## config.mk

```make
export PLATFORM = sky130hd
export DESIGN_NAME = irig_frame_sequencer
export DESIGN_NICKNAME = d
export VERILOG_FILES = /design/src/rtl/irig_pkg.sv /design/src/rtl/irig_bcd_check.sv /design/src/rtl/irig_frame_sequencer.sv
export SDC_FILE = /design/constraint.sdc
export NUM_CORES = 1
export LEC_CHECK = 0
export CAP_MARGIN = 30
export CORE_ASPECT_RATIO = 1.1
export CORE_MARGIN = 2
export CORE_UTILIZATION = 39
export DETAILED_ROUTE_END_ITERATION = 10
export PLACE_DENSITY = 0.6
export SLEW_MARGIN = 30
export SYNTH_ARGS = -nofsm -noshare
export SYNTH_HDL_FRONTEND = slang
export SYNTH_SLANG_ARGS = --single-unit
```

## constraint.sdc

```tcl
create_clock -name clk -period 5.85 [get_ports clk]
set_clock_uncertainty 0.15 [all_clocks]
set_input_delay 0.8775 -clock clk [delete_from_list [all_inputs] [get_ports clk]]
set_output_delay 0.8775 -clock clk [all_outputs]
set_load 0.01 [all_outputs]
```

## src/rtl/irig_pkg.sv

```systemverilog
// Shared IRIG-B frame definitions: symbol codes, sequencer states, field bit positions.
package irig_pkg;

    typedef enum logic [1:0] {
        SYM_ZERO = 2'b00,
        SYM_ONE  = 2'b01,
        SYM_MARK = 2'b10,
        SYM_BAD  = 2'b11
    } sym_t;

    typedef enum logic [1:0] {
        HUNT  = 2'd0,
        ARM   = 2'd1,
        TRACK = 2'd2
    } state_t;

    localparam int FRAME_LEN = 100;
    localparam int IDX_W     = 7;

    localparam int SEC_W  = 7;
    localparam int MIN_W  = 7;
    localparam int HOUR_W = 6;
    localparam int DAY_W  = 10;

    // LSB-first bit positions of each BCD digit within the frame
    localparam int SEC_UNITS_LSB  = 1;
    localparam int SEC_TENS_LSB   = 6;
    localparam int MIN_UNITS_LSB  = 10;
    localparam int MIN_TENS_LSB   = 15;
    localparam int HOUR_UNITS_LSB = 20;
    localparam int HOUR_TENS_LSB  = 25;
    localparam int DAY_UNITS_LSB  = 30;
    localparam int DAY_TENS_LSB   = 35;
    localparam int DAY_HUND_LSB   = 40;

    // Frame reference (index 0) and position identifiers (every index ending in 9)
    function automatic logic is_marker_pos(input logic [IDX_W-1:0] idx);
        return (idx == 7'd0) || ((idx % 7'd10) == 7'd9);
    endfunction

endpackage

```

## src/rtl/irig_bcd_check.sv

```systemverilog
// Combinational legality check of decoded time fields; zero latency, no flow control.
// ok is high only when every digit is decimal and each field is within its calendar range.
module irig_bcd_check
    import irig_pkg::*;
(
    input  logic [SEC_W-1:0]  sec,
    input  logic [MIN_W-1:0]  min,
    input  logic [HOUR_W-1:0] hour,
    input  logic [DAY_W-1:0]  day,
    output logic              ok
);

    logic sec_ok;
    logic min_ok;
    logic hour_ok;
    logic day_digits_ok;
    logic day_range_ok;

    assign sec_ok  = (sec[3:0] <= 4'd9) && (sec[6:4] <= 3'd5);
    assign min_ok  = (min[3:0] <= 4'd9) && (min[6:4] <= 3'd5);
    assign hour_ok = (hour[3:0] <= 4'd9) &&
                     ((hour[5:4] <= 2'd1) || ((hour[5:4] == 2'd2) && (hour[3:0] <= 4'd3)));

    assign day_digits_ok = (day[3:0] <= 4'd9) && (day[7:4] <= 4'd9);
    // Day of year 1..366: hundreds 3 only allowed up to 366
    assign day_range_ok  = (day != 10'd0) &&
                           ((day[9:8] <= 2'd2) ||
                            (day[7:4] <= 4'd5) ||
                            ((day[7:4] == 4'd6) && (day[3:0] <= 4'd6)));

    assign ok = sec_ok && min_ok && hour_ok && day_digits_ok && day_range_ok;

endmodule

```

## src/rtl/irig_frame_sequencer.sv

```systemverilog
// IRIG-B frame sync, symbol indexing, BCD capture and once-per-frame time publish.
// Pulses/fields 1 clk after closing sym_valid; no backpressure, one symbol accepted per strobe.
module irig_frame_sequencer
    import irig_pkg::*;
#(
    parameter int MAX_ERR     = 3,
    parameter int TIMEOUT_CYC = 20000
) (
    input  logic              clk,
    input  logic              rst_n,
    input  logic              sym_valid,
    input  logic [1:0]        sym_type,
    output logic              locked,
    output logic [IDX_W-1:0]  sym_index,
    output logic              frame_valid,
    output logic              frame_err,
    output logic              sync_loss,
    output logic [SEC_W-1:0]  sec_bcd,
    output logic [MIN_W-1:0]  min_bcd,
    output logic [HOUR_W-1:0] hour_bcd,
    output logic [DAY_W-1:0]  day_bcd
);

    localparam int TW = $clog2(TIMEOUT_CYC + 1);
    localparam logic [TW-1:0] TMO_MAX  = TW'(TIMEOUT_CYC);
    localparam logic [TW-1:0] TMO_LAST = TW'(TIMEOUT_CYC - 1);

    state_t                 state;
    logic [FRAME_LEN-1:0]   cap;
    logic                   frame_bad;
    logic [3:0]             err_cnt;
    logic [TW-1:0]          tmo_cnt;

    logic [IDX_W-1:0]       idx_nxt;
    logic                   is_mark;
    logic                   sym_err;
    logic                   is_close;
    logic [3:0]             err_inc;
    logic                   err_limit;
    logic                   tmo_hit;

    logic [SEC_W-1:0]       f_sec;
    logic [MIN_W-1:0]       f_min;
    logic [HOUR_W-1:0]      f_hour;
    logic [DAY_W-1:0]       f_day;
    logic                   bcd_ok;
    logic                   unused_cap;

    assign idx_nxt   = (sym_index == IDX_W'(FRAME_LEN - 1)) ? '0 : sym_index + 1'b1;
    assign is_mark   = (sym_type == SYM_MARK);
    assign sym_err   = (sym_type == SYM_BAD) || (is_mark != is_marker_pos(idx_nxt));
    assign is_close  = is_mark && (idx_nxt == '0);
    assign err_inc   = (err_cnt == 4'hF) ? err_cnt : err_cnt + 4'd1;
    assign err_limit = (err_inc >= 4'(MAX_ERR));
    assign tmo_hit   = !sym_valid && (tmo_cnt == TMO_LAST);

    assign f_sec  = {cap[SEC_TENS_LSB  +: 3], cap[SEC_UNITS_LSB  +: 4]};
    assign f_min  = {cap[MIN_TENS_LSB  +: 3], cap[MIN_UNITS_LSB  +: 4]};
    assign f_hour = {cap[HOUR_TENS_LSB +: 2], cap[HOUR_UNITS_LSB +: 4]};
    assign f_day  = {cap[DAY_HUND_LSB  +: 2], cap[DAY_TENS_LSB   +: 4], cap[DAY_UNITS_LSB +: 4]};

    // Control-function and straight-binary bits are captured but never decoded
    assign unused_cap = ^cap;

    irig_bcd_check u_bcd_check (
        .sec  (f_sec),
        .min  (f_min),
        .hour (f_hour),
        .day  (f_day),
        .ok   (bcd_ok)
    );

    always_ff @(posedge clk or negedge rst_n) begin
        if (!rst_n) begin
            state       <= HUNT;
            locked      <= 1'b0;
            sym_index   <= '0;
            frame_valid <= 1'b0;
            frame_err   <= 1'b0;
            sync_loss   <= 1'b0;
            sec_bcd     <= '0;
            min_bcd     <= '0;
            hour_bcd    <= '0;
            day_bcd     <= '0;
            cap         <= '0;
            frame_bad   <= 1'b0;
            err_cnt     <= '0;
            tmo_cnt     <= '0;
        end else begin
            frame_valid <= 1'b0;
            frame_err   <= 1'b0;
            sync_loss   <= 1'b0;

            if (sym_valid) begin
                tmo_cnt <= '0;
            end else if (tmo_cnt != TMO_MAX) begin
                tmo_cnt <= tmo_cnt + 1'b1;
            end

            case (state)
                HUNT: begin
                    if (sym_valid && is_mark) begin
                        state <= ARM;
                    end
                end

                ARM: begin
                    // Second consecutive marker is Pr: start tracking at index 0
                    if (sym_valid && is_mark) begin
                        state     <= TRACK;
                        locked    <= 1'b1;
                        sym_index <= '0;
                        err_cnt   <= '0;
                        frame_bad <= 1'b0;
                    end else if (sym_valid || tmo_hit) begin
                        state <= HUNT;
                    end
                end

                TRACK: begin
                    if ((sym_valid && sym_err && err_limit) || tmo_hit) begin
                        state     <= HUNT;
                        locked    <= 1'b0;
                        sym_index <= '0;
                        sync_loss <= 1'b1;
                        err_cnt   <= '0;
                        frame_bad <= 1'b0;
                    end else if (sym_valid) begin
                        sym_index <= idx_nxt;
                        if (!sym_type[1]) begin
                            cap[idx_nxt] <= sym_type[0];
                        end
                        if (sym_err) begin
                            frame_bad <= 1'b1;
                            err_cnt   <= err_inc;
                        end else if (is_close) begin
                            frame_bad <= 1'b0;
                            if (!frame_bad && bcd_ok) begin
                                sec_bcd     <= f_sec;
                                min_bcd     <= f_min;
                                hour_bcd    <= f_hour;
                                day_bcd     <= f_day;
                                frame_valid <= 1'b1;
                                err_cnt     <= '0;
                            end else begin
                                frame_err <= 1'b1;
                            end
                        end
                    end
                end

                default: state <= HUNT;
            endcase
        end
    end

endmodule

```

* Word-level counts from Yosys, hierarchy flattened
Index checks and enable logic that the tools add are counted.
Word-level totals: register bits 163, input bits 5, output and inout bits 41
Operators by class: add/sub/neg operators 3, div/mod/pow operators 1, $lt $le $gt $ge 15, equal/unequal tests 19, muxes and demuxes 46, bitwise logic cells 3, reductions and logical operators 39
Operators with widths (count):
- bitwise mux 100 bit | 1
- 2-to-1 mux 15 bit | 2
- 2-to-1 mux 4 bit | 7
- 2-to-1 mux 7 bit | 4
- 2-to-1 mux 1 bit | 22
- <= comparator 4 bit (second input constant) | 5
- logical AND 1 bit | 18
- adder 15 x 1 -> 15 bit (second input constant) | 1
- == test 15 bit (second input constant) | 1
- != test 15 bit (second input constant) | 1
- case mux 7 bit (2 select lines) | 1
- nonzero test 10 bit | 1
- AND reduction 3 bit | 3
- == test 2 bit (second input constant) | 4
- <= comparator 4 x 3 -> 1 bit (second input constant) | 2
- less-than comparator 7 x 8 -> 1 bit (second input constant) | 1
- 2-to-1 mux 2 bit | 4
- != test 4 bit (second input constant) | 2
- case mux 4 bit (2 select lines) | 1
- AND reduction 4 bit | 2
- adder 7 x 1 -> 7 bit (second input constant) | 1
- demux 1 bit (select 7 bit) | 1
- == test 7 x 4 -> 1 bit (second input constant) | 1
- == test 7 bit (second input constant) | 1
- 24 further kinds | 39

* Depth between registers and ports, before layout
depth in word-level cells 14, mapped depth 18, depth with buffers taken out 17

* Modules after synthesis
A second synthesis with hierarchy kept.
Unflattened totals: cell total of the unflattened synthesis 553, area, all modules 4961.0 µm²
Modules (own cells, without submodules):
- irig_frame_sequencer | times used 1, cells an instance 536, area each 4859.7 µm², seq. area each 2327.2 µm²
- irig_bcd_check | times used 1, cells an instance 17, area each 101.3 µm², seq. area each 0.0 µm²

* Least setup slack after synthesis
Ideal clock, no wire load.
kind register to register, from reg sym_index[0], to reg state[1], setup time 124 ps, data arrival time 3735 ps, path slack 1841 ps, stages on the path, launching flop included 17, buffers on the path 0, cells stage by stage dfrtp_1 ha_1 or3b_4 o22a_1 nand2_1 nor2_1 xnor2_1 nor3_1 a311oi_1 ha_1 nor3_1 o21ai_0 a311oi_1 a21oi_1 nand2_4 mux2_2 a211o_1
Between the ends: cells in the longest elaborated chain, start to end 12, elaborated cells between the ends (all ways) 14, those cells by class 1 x add/sub; 1 x div; 4 x eq/ne; 1 x mux; 7 x reduce/logical
RTL lines:
- start: declaration | RTL line irig_frame_sequencer.sv:14 | output logic [IDX_W-1:0] sym_index,
- start signal: assignment | RTL line irig_frame_sequencer.sv:129 | sym_index <= idx_nxt;
- adder 7 x 1 -> 7 bit or == test 7 bit (tied branches) | RTL line irig_frame_sequencer.sv:49 | assign idx_nxt = (sym_index == IDX_W'(FRAME_LEN - 1)) ? '0 : sym_index + 1'b1;
- 2-to-1 mux 7 bit * | RTL line irig_frame_sequencer.sv:49
- remainder unit 7 x 4 -> 7 bit | RTL line irig_pkg.sv:38 | return (idx == 7'd0) || ((idx % 7'd10) == 7'd9);
- == test 7 x 4 -> 1 bit | RTL line irig_pkg.sv:38
- logical OR 1 bit * | RTL line irig_pkg.sv:38
- != test 1 bit * | RTL line irig_frame_sequencer.sv:51 | assign sym_err = (sym_type == SYM_BAD) || (is_mark != is_marker_pos(idx_nxt));
- logical OR 1 bit * | RTL line irig_frame_sequencer.sv:51
- logical AND 1 bit * (2 in series) | RTL line irig_frame_sequencer.sv:121 | if ((sym_valid && sym_err && err_limit) || tmo_hit) begin
- logical OR 1 bit * | RTL line irig_frame_sequencer.sv:121
- != test 2 bit (no line) *
- AND reduction 3 bit (no line) *
- end signal: assignment | RTL line irig_frame_sequencer.sv:116 | state <= HUNT;
- end signal: assignment | RTL line irig_frame_sequencer.sv:122 | state <= HUNT;
- end signal: assignment | RTL line irig_frame_sequencer.sv:152 | default: state <= HUNT;
- end: declaration | RTL line irig_frame_sequencer.sv:28 | state_t state;
Mark *: on every way between the ends. The rest lies on a longest branch, timed or not. A chain may end at the register's enable or synchronous reset.

* Worst setup path in the final report
from reg sym_index[1], to reg state[1]
Same word-level chain as after synthesis.

==> summary.md <==
| Metric | Value |
|---|---|
| Layout area overhead | 19.1% |
| CTS tree | yes |
| Register area | roughly 2300 µm² |
| Synthesized cell area | 4950 µm² |
| Startpoint types | flip-flop |
| FFs w/ async S/R, synth | 1.00 |
| Clock transition at path regs | 70 ps |
| Measured slew at the worst slew-check pin | 795 ps |
| Arrival @ worst endpoint | between 4000 and 5000 ps |
| Post-cts sizing count | 0 |
| Period utilization | 0.801 |
| Crit-path max FO | 13 |
| Critical path class | flip-flop to flip-flop |
| Max-slew headroom | 0.469 |
| Fin. Hold Viols | 0 |
| Layout fillers | about 1200 |
| Min-Delay Path Class | primary input to asynchronous set/reset pin |
| Worst r2r dst | state[1]$_DFFE_PN0P_ |
| Syn nets | around 480 |
| Die H | 122 µm |
| Placed insts | roughly 650 |
| Yosys reg bits | 93 |
| Vias in the first global route | between 3000 and 4000 |
| Status | completed |
| Unrepaired setup endpoints after global routing | false |
| Post-DP HPWL | ~8.0 mm |
| Synth area leader | dfrtp_1 |
| Root Buffer | clkbuf_16 |
| Critical Path Sink Type | flip-flop |
| Crit path required time | 5930 ps |
| Num rows | 43 |
| Average wire per standard cell | approximately 17 µm |
| Detailed Routing Iterations Pass 1 | 4 |
| Max-slew violations | 0 |
| Worst VDD drop | around 0.18 mV |
| Gp weighted congestion | approximately 0.87 |
| Fmax | around 210 MHz |
| Yosys top cell area share | 0.470 |
| EDFF count, synth | 0 |
| P_leak | ~0.0026 µW |
| Initial drt markers | between 100 and 150 |
| # port buffers | 45 |
| Setup TNS | 0 ps |
| Area of the multi-input gates | between 2000 and 3000 µm² |
| Overflow after GRT | 0 |
| Final Non-Filler Cells | between 600 and 700 |
| Total track usage | 0.177 |
| Fin crit period | approximately 4700 ps |
| Initial antenna violation count | 0 |
| Synth Flop Type | dfrtp_1 |
| H-tree Lvls | 3 |
| # hold bufs at CTS | 0 |
| Vias after detailed routing | around 3800 |
| Post-route setup slack | about 1200 ps |
| Post-synthesis sequential area ratio | 0.470 |
| Cells after Synth | 464 |
| WL final | 11.6 mm |
| Antenna Nets Post-Route | 0 |
| Post-CTS setup buffer count | 0 |
| Pwr/cell area | around 300 nW/µm² |
| Area of the die | 13600 µm² |
| DRC viols | 0 |
| Layout cells sized above 1 | 0.119 |
| # clock sinks | 93 |
| Layout net count | 519 |
| Max clock buf depth | 2 |
| Syn avg cell area | approximately 11 µm² |
| Core Area | between 10000 and 15000 µm² |
| Largest net degree at the start of global routing | just under 70 |
| YS warnings | 0 |
| Pre-CTS WS | ~1200 ps |
| FF-to-FF path depth | 16 |
| Synth area leaders | dfrtp_1 47%, mux2_1 10%, mux2_2 3.9% |
| Setup Viol. Count Final | 0 |
| R2R Path Start | sym_index[1]$_DFFE_PN0P_ |
| Avg Vias per Cell | around 5.6 |
| First-pass GRT wire length | 19.3 mm |
| Boundary pin count | 46 |
| Initial Util | 0.396 |
| Flop2flop setup slack | roughly 1200 ps |
| CTS buffer count | 9 |
| Number of library cell types mapped by synthesis | slightly above 70 |
| Antenna diode count | 0 |
| Hold slack | just under 300 ps |
| Clk Latency, worst-skew pair | ~350 ps |
| Die Wd | around 110 µm |
| Max Cap Viol | 0 |
-- cell families after synthesis --
logic type                 count (synthesis)  synth area share
AOI/OAI and AO/OA                         84             0.129
xor gates and xnor gates                  16            0.0298
adders and majority gates                  8            0.0202
buffers and inverters                     30            0.0250
DFF                                       93             0.470
muxes                                     62             0.141
and+or+nand+nor                          171             0.185
-- how the worst max path moves through the flow --
stage / slack [ps] / from / cells past startpoint / end
6_report: 1160 / sym_index[1]$_DFFE_PN0P_ / 16 / state[1]$_DFFE_PN0P_
5_1_grt: 780 / sym_index[1]$_DFFE_PN0P_ / 16 / state[1]$_DFFE_PN0P_
4_1_cts: 1160 / sym_index[1]$_DFFE_PN0P_ / 16 / state[1]$_DFFE_PN0P_
3_3_place_gp: 1300 / sym_index[1]$_DFFE_PN0P_ / 16 / state[1]$_DFFE_PN0P_
2_1_floorplan: 1840 / sym_index[0]$_DFFE_PN0P_ / 16 / state[1]$_DFFE_PN0P_
3_5_place_dp: 1150 / sym_index[1]$_DFFE_PN0P_ / 16 / state[1]$_DFFE_PN0P_
-- worst max-delay path: stages (launching register included) --
cell      delay, ps
dfrtp_1         510
ha_1            490
or3b_4          440
o22a_1          210
nand2_1         180
nor2_1          120
xnor2_1         170
nor3_1           60
a311oi_1        370
ha_1            320
nor3_1          150
o21ai_0         110
a311oi_1        230
a21oi_1         200
nand2_4         200
mux2_2          430
a211o_1         240
-- per-stage QoR --
step	power, µW	area, µm²	util
floorplan	999	4950	-
global placement	1130	5540	0.444
detailed placement	1140	5540	0.444
CTS	1800	5880	0.471
global route	1880	5890	0.472
finish	1790	5890	0.472
-- Yosys cell counts (all sizes together) (6+ instances only) --
cell type / number
nor4: 7
inv: 12
a21oi: 20
a22o: 7
o21ai: 15
nand2b: 6
ha: 8
nor2: 39
or3: 7
nand3: 28
dfrtp: 93
mux2: 61
nand2: 29
clkbuf: 11
xnor2: 8
buf: 7
nor3: 17
nand4: 6
nand3b: 7
xor2: 8
-- metal layers --
| layer | vias to the layer above | share of wire | GRT usage | wire length, µm |
|---|---|---|---|---|
| met5 | - | 0 | 0 | 0 |
| met4 | 0 | 0.019 | 0.0532 | 225 |
| met3 | 18 | 0.031 | 0.0338 | 364 |
| met2 | 74 | 0.47 | 0.288 | 5460 |
| met1 | 1876 | 0.48 | 0.241 | 5530 |
| li1 | 1789 | - | - | - |
-- power by group --
part | leakage, µW | switching (µW) | internal (µW) | total [µW]
clock network | 0.000168 | 259 | 403 | 662
registers | 0.00129 | 40.9 | 676 | 716
logic | 0.00112 | 271 | 143 | 414
-- final cells by class --
type,instances,area share
clock buffer,11,0.0429
clock inverter,5,0.0151
inverter,12,0.00764
multi-input combinational,341,0.425
sequential,93,0.395
tap,157,0.0333
timing repair buffer,49,0.0809
-- sequential cells by signal (all words and copies together) (netlist names) --
signal       count
cap             30
tmo_cnt         15
day_bcd         10
min_bcd          7
sec_bcd          7
sym_index        7
hour_bcd         6
err_cnt          4
state            2
frame_bad        1
frame_err        1
frame_valid      1
locked           1
sync_loss        1
-- placed cells by master (no fill, tap or decap), types with 4 or more instances in the layout --
| cell type | instances |
|---|---|
| nand3_1 | 28 |
| buf_4 | 4 |
| nand4_1 | 6 |
| clkdlybuf4s50_1 | 43 |
| nand2_1 | 28 |
| a21oi_1 | 19 |
| xnor2_1 | 7 |
| or3_1 | 7 |
| nor4_1 | 6 |
| nor2_1 | 38 |
| dfrtp_1 | 93 |
| a22o_1 | 7 |
| nor3b_1 | 4 |
| xor2_1 | 8 |
| inv_1 | 10 |
| mux2_1 | 44 |
| nand2b_1 | 6 |
| mux2_2 | 17 |
| o21a_1 | 4 |
| nand3b_1 | 7 |
| ha_1 | 8 |
| clkbuf_16 | 9 |
| nor3_1 | 16 |
| o21ai_0 | 12 |
Power figures use the tool's default switching activity.
==> patch 1: new RTL, config.mk and constraints unchanged <==
Change the package constant `SEC_TENS_LSB` from 6 to 12.
--- a/src/rtl/irig_pkg.sv
+++ b/src/rtl/irig_pkg.sv
@@ -24,7 +24,7 @@
 
     // LSB-first bit positions of each BCD digit within the frame
     localparam int SEC_UNITS_LSB  = 1;
-    localparam int SEC_TENS_LSB   = 6;
+    localparam int SEC_TENS_LSB   = 12;
     localparam int MIN_UNITS_LSB  = 10;
     localparam int MIN_TENS_LSB   = 15;
     localparam int HOUR_UNITS_LSB = 20;
Behaviour: no difference found for any inputs over 4 cycles, from zero or initial values and one cycle with rst_n low; that may be too few to reach the edited logic, so the function may still have changed.
==> patch 1 against the unedited design <==
Routed wire length is 4.2% lower; cell count is 1.3% lower; sequential cell count is 4 lower; synthesized area is 1.3% lower; final area is 1.8% lower; worst setup slack worse by 0.65 ns; critical path type unchanged; largest cell class unchanged.
Power is not compared: it rests on default switching activity, and its combinational part moved more than twofold at a synthesized area within 25%.
==> patch 1: results (changes against the unedited design) <==
Outcome
  • Status: finished clean

Place
  • Final GP Congestion: 0.902 (+3.3%)
  • Placed cell area: 0.00545 mm^2 (-1.6%)
  • Post-Place Setup Slack: 0.183 ns (-0.972 ns)
  • Placed Cells incl. Taps: 643 (-1.4%)
  • Dpl hpwl: 7860 um (-2.0%)

Synthesis
  • XOR/XNOR share of the synthesized area: 3.36% (+0.37 points)
  • Register area share after synthesis: 45.6% (-1.4 points)
  • Synth area leaders: dfrtp_1 46%, mux2_2 13%, nor2_1 4.4%
  • Synthesized net count: 473 (-0.84%)
  • Synthesized area per cell: 10.6 um^2 (-0.24%)
  • Synth Area in Adders: 2.31% (+0.28 points)
  • Synth Area in Compound Gates: 12.3% (-0.65 points)
  • Multiplexer area fraction after synthesis: 13.6% (-0.53 points)
  • Post-synth cell types: 72 (unchanged)
  • Post-synth top cells: 89 x dfrtp_1, 57 x mux2_2, 57 x nor2_1

GRT
  • Vias in the first global route: 3,642 (-3.4%)
  • Largest net degree at the start of global routing: 68 (-1.4%)
  • First-pass GRT wire length: 18,700 um (-3.0%)
  • Gr usage total: 17.1% (-0.59 points)

Critical path
  • Worst Path Arrival: 5.40 ns (+0.63 ns)
  • Max incr delay on CP: 0.45 ns (-0.06 ns)
  • R2R depth: 20 (+4)
  • Max stage delay cell, worst path: dfrtp_2
  • Critical path peak fanout: 10 (-3)
  • CP delay by family, top: compound AO/OA/AOI/OAI gates

Clock network
  • Num CTS Buffers: 9 (unchanged)

Layout
  • Largest regs: cap (28), tmo_cnt (15), day_bcd (10)
  • Layout cells sized above 1: 21.4% (+9.4 points)
  • Fill count: 1,132 (-5.7%)
  • Final Non-Filler Cells: 659 (-1.3%)
  • Nets: 514 (-0.96%)
  • Area growth syn-to-layout: 18.6%

Routing
  • Number of DRC markers in iteration 0: 183 (+33%)
  • Vias: 3,686 (-1.9%)
  • DR WL/cell: 16.8 um (-2.9%)

Power and ir drop
  • Int Power: about 0.0011 W
  • Sequential Power Share: ~45%

STA
  • Slew at the pin closest to its max-slew limit: 0.849 ns (+0.0539 ns)
  • Max-slew violation count: 0 (unchanged)
patch 1: per-layer routing:
metal | GRT usage (%) | vias up | share of wire [%]
li1 | - | 1755 | -
met1 | 24.4 | 1852 | 49
met2 | 26.8 | 67 | 47
met3 | 2.35 | 12 | 3.0
met4 | 6.09 | 0 | 1.7
met5 | 0 | - | 0
patch 1: layout make-up:
class / instances / area share, %
Multi-Input combinational cell: 339 / 43.5
Tap cell: 154 / 3.33
Clock inverter: 4 / 1.28
Timing Repair Buffer: 51 / 8.43
Inverter: 10 / 0.649
Sequential cell: 89 / 38.5
Clock buffer: 12 / 4.26
patch 1: final timing paths:
| check | from | endpoint | slack [ns] |
|---|---|---|---|
| max | sym_index[1] | sym_index[1] | 0.52 |
| min in group clk | err_cnt[3] | err_cnt[3] | 0.34 |
| min | rst_n | hour_bcd[4] | 0.26 |
| max reg2reg | sym_index[1] | sym_index[1] | 0.52 |
| min reg2reg | err_cnt[3] | err_cnt[3] | 0.34 |
| max in group asynchronous | rst_n | sym_index[3] | 4.07 |
==> patch 2: new RTL, same settings <==
Without the edit above. Register the inputs `sym_valid` and `sym_type` before use, cleared by the reset. The logic sees them one clock later.
--- a/src/rtl/irig_frame_sequencer.sv
+++ b/src/rtl/irig_frame_sequencer.sv
@@ -25,6 +25,19 @@
     localparam logic [TW-1:0] TMO_MAX  = TW'(TIMEOUT_CYC);
     localparam logic [TW-1:0] TMO_LAST = TW'(TIMEOUT_CYC - 1);
 
+    logic sym_valid_q;
+    logic [1:0] sym_type_q;
+
+    always_ff @(posedge clk or negedge rst_n) begin
+        if (!rst_n) begin
+            sym_valid_q <= '0;
+            sym_type_q  <= '0;
+        end else begin
+            sym_valid_q <= sym_valid;
+            sym_type_q  <= sym_type;
+        end
+    end
+
     state_t                 state;
     logic [FRAME_LEN-1:0]   cap;
     logic                   frame_bad;
@@ -47,12 +60,12 @@
     logic                   unused_cap;
 
     assign idx_nxt   = (sym_index == IDX_W'(FRAME_LEN - 1)) ? '0 : sym_index + 1'b1;
-    assign is_mark   = (sym_type == SYM_MARK);
-    assign sym_err   = (sym_type == SYM_BAD) || (is_mark != is_marker_pos(idx_nxt));
+    assign is_mark   = (sym_type_q == SYM_MARK);
+    assign sym_err   = (sym_type_q == SYM_BAD) || (is_mark != is_marker_pos(idx_nxt));
     assign is_close  = is_mark && (idx_nxt == '0);
     assign err_inc   = (err_cnt == 4'hF) ? err_cnt : err_cnt + 4'd1;
     assign err_limit = (err_inc >= 4'(MAX_ERR));
-    assign tmo_hit   = !sym_valid && (tmo_cnt == TMO_LAST);
+    assign tmo_hit   = !sym_valid_q && (tmo_cnt == TMO_LAST);
 
     assign f_sec  = {cap[SEC_TENS_LSB  +: 3], cap[SEC_UNITS_LSB  +: 4]};
     assign f_min  = {cap[MIN_TENS_LSB  +: 3], cap[MIN_UNITS_LSB  +: 4]};
@@ -91,7 +104,7 @@
             frame_err   <= 1'b0;
             sync_loss   <= 1'b0;
 
-            if (sym_valid) begin
+            if (sym_valid_q) begin
                 tmo_cnt <= '0;
             end else if (tmo_cnt != TMO_MAX) begin
                 tmo_cnt <= tmo_cnt + 1'b1;
@@ -99,36 +112,36 @@
 
             case (state)
                 HUNT: begin
-                    if (sym_valid && is_mark) begin
+                    if (sym_valid_q && is_mark) begin
                         state <= ARM;
                     end
                 end
 
                 ARM: begin
                     // Second consecutive marker is Pr: start tracking at index 0
-                    if (sym_valid && is_mark) begin
+                    if (sym_valid_q && is_mark) begin
                         state     <= TRACK;
                         locked    <= 1'b1;
                         sym_index <= '0;
                         err_cnt   <= '0;
                         frame_bad <= 1'b0;
-                    end else if (sym_valid || tmo_hit) begin
+                    end else if (sym_valid_q || tmo_hit) begin
                         state <= HUNT;
                     end
                 end
 
                 TRACK: begin
-                    if ((sym_valid && sym_err && err_limit) || tmo_hit) begin
+                    if ((sym_valid_q && sym_err && err_limit) || tmo_hit) begin
                         state     <= HUNT;
                         locked    <= 1'b0;
                         sym_index <= '0;
                         sync_loss <= 1'b1;
                         err_cnt   <= '0;
                         frame_bad <= 1'b0;
-                    end else if (sym_valid) begin
+                    end else if (sym_valid_q) begin
                         sym_index <= idx_nxt;
-                        if (!sym_type[1]) begin
-                            cap[idx_nxt] <= sym_type[0];
+                        if (!sym_type_q[1]) begin
+                            cap[idx_nxt] <= sym_type_q[0];
                         end
                         if (sym_err) begin
                             frame_bad <= 1'b1;
Check against the original RTL: not equivalent (Yosys sat finds a counterexample within 4 cycles, from zero or initial values and one cycle with rst_n low).
==> patch 2 against the unedited design <==
Sequential cell count rose by 3; worst setup slack got worse by 0.27 ns; cell count did not move; sequential power rose by 2%; combinational power fell by 25%; via count fell by 1.5%; synthesized area rose by 2.1%; power fell by 8.0%; routed wire length fell by 3.5%; synthesized cell count rose by 1.1%; final area rose by 0.11%; clock power fell by 8.8%; maximum frequency fell by 5.4%; largest cell class unchanged.
==> patch 2: results (changes against the unedited design) <==
Synthesis
  • Synth Area in Compound Gates: 13.2% (+0.28 points)
  • XOR/XNOR share of the synthesized area: 3.24% (+0.26 points)
  • Synth warn: 0 (unchanged)
  • Synth Area in Adders: 1.98% (-0.042 points)
  • Post-synth cell types: 70 (-2.8%)
  • Register area share after synthesis: 47.5% (+0.51 points)
  • Synthesized net count: 482 (+1.0%)
  • Synth area leaders: dfrtp_1 48%, mux2_2 12%, nor2_1 3.7%
  • Multiplexer area fraction after synthesis: 13.8% (-0.32 points)
  • Post-synth top cells: 96 x dfrtp_1, 54 x mux2_2, 50 x nor2_1
  • Asr flop ratio synth: 100% (unchanged)

Power and ir drop
  • Int Power: 0.00114 W (-6.4%)
  • VDD IR-drop max: 0.000138 V (-22%)
  • Combinational power: 0.000312 W (-25%)
  • Power Density: 279 mW/mm^2 (-8.1%)
  • Clock network power: 0.000604 W (-8.8%)
  • Leak pwr: 2.61 nW (+1.4%)

Place
  • Port Buf Inserts: 45 (unchanged)
  • Final GP Congestion: 0.875 (+0.24%)
  • Dpl hpwl: 7770 um (-3.1%)

Critical path
  • R2R depth: 15 (-1)
  • Worst Path Arrival: 5.02 ns (+0.25 ns)
  • R2R Path Start: sym_index[0]
  • Critical path peak fanout: 15 (+2)
  • R2r setup slk: 0.90 ns (-0.27 ns)
  • Max incr delay on CP: 0.64 ns (+0.13 ns)
  • Worst r2r dst: cap[11]
  • Max stage delay cell, worst path: dfrtp_1
  • CP delay by family, top: simple AND/OR/NAND/NOR gates

Routing
  • Router iterations before antenna repair: 5 (+1)
  • Number of DRC markers in iteration 0: 203 (+47%)
  • DR WL/cell: 16.7 um (-3.5%)
  • Vias: 3,699 (-1.5%)

Layout
  • Layout cells sized above 1: 17.4% (+5.5 points)

GRT
  • Vias in the first global route: 3,621 (-4.0%)
  • Largest net degree at the start of global routing: 65 (-5.8%)
  • Gr usage total: 16.9% (-0.75 points)
  • First-pass GRT wire length: 18,700 um (-3.0%)

STA
  • Slew headroom: 38.5% (-8.4 points)
  • WHS: 0.304 ns (+0.0107 ns)

Outcome
  • Status: finished clean

Clock network
  • CTS H-tree depth: 3 (unchanged)

Min path
  • Hold Path Class: register to register
patch 2: worst max path at each step:
stage                 startpoint            to  slack (ns)  cells past startpoint
floorplan           sym_index[1]       cap[31]        1.90                     16
global placement    sym_index[0]  sym_index[3]        1.15                     15
detailed placement  sym_index[0]  sym_index[3]        0.97                     15
CTS                 sym_index[0]       cap[11]        0.96                     15
global route        sym_index[0]        cap[1]        0.48                     15
finish              sym_index[0]       cap[11]        0.90                     15
patch 2: cells by family (layout without fill, tap and decap cells):
kind of cell,after synthesis,after routing
buf+inv,38,80
fa+ha+maj,8,8
simple gates,161,161
compound gates,87,87
xor+xnor,17,17
mux,62,62
flops,96,96
patch 2: metrics by stage:
step	worst slack [ns]	util, %	instances	area [um^2]
2_1_floorplan	1.90	-	469	5050
3_3_place_gp	1.15	44.2	652	5590
3_5_place_dp	0.975	44.2	652	5590
4_1_cts	0.959	46.7	668	5900
5_1_grt	0.484	46.7	668	5900
6_report	0.899	46.7	668	5900
patch 2: cell type report:
class | count | area, um^2
sequential | 96 | 2400
clock inverter | 6 | 80.1
inverter | 17 | 63.8
clock buffer | 10 | 229
tap | 157 | 196
timing repair buffer | 47 | 463
multi-input combinational | 335 | 2460
fill | 1167 | 6740
patch 2: routing by layer:
| layer | vias up | wire length [um] | GRT usage [%] |
|---|---|---|---|
| li1 | 1773 | - | - |
| met1 | 1833 | 5510 | 25.0 |
| met5 | - | 0 | 0 |
| met2 | 82 | 5020 | 25.3 |
| met4 | 0 | 156 | 5.79 |
| met3 | 11 | 492 | 2.94 |
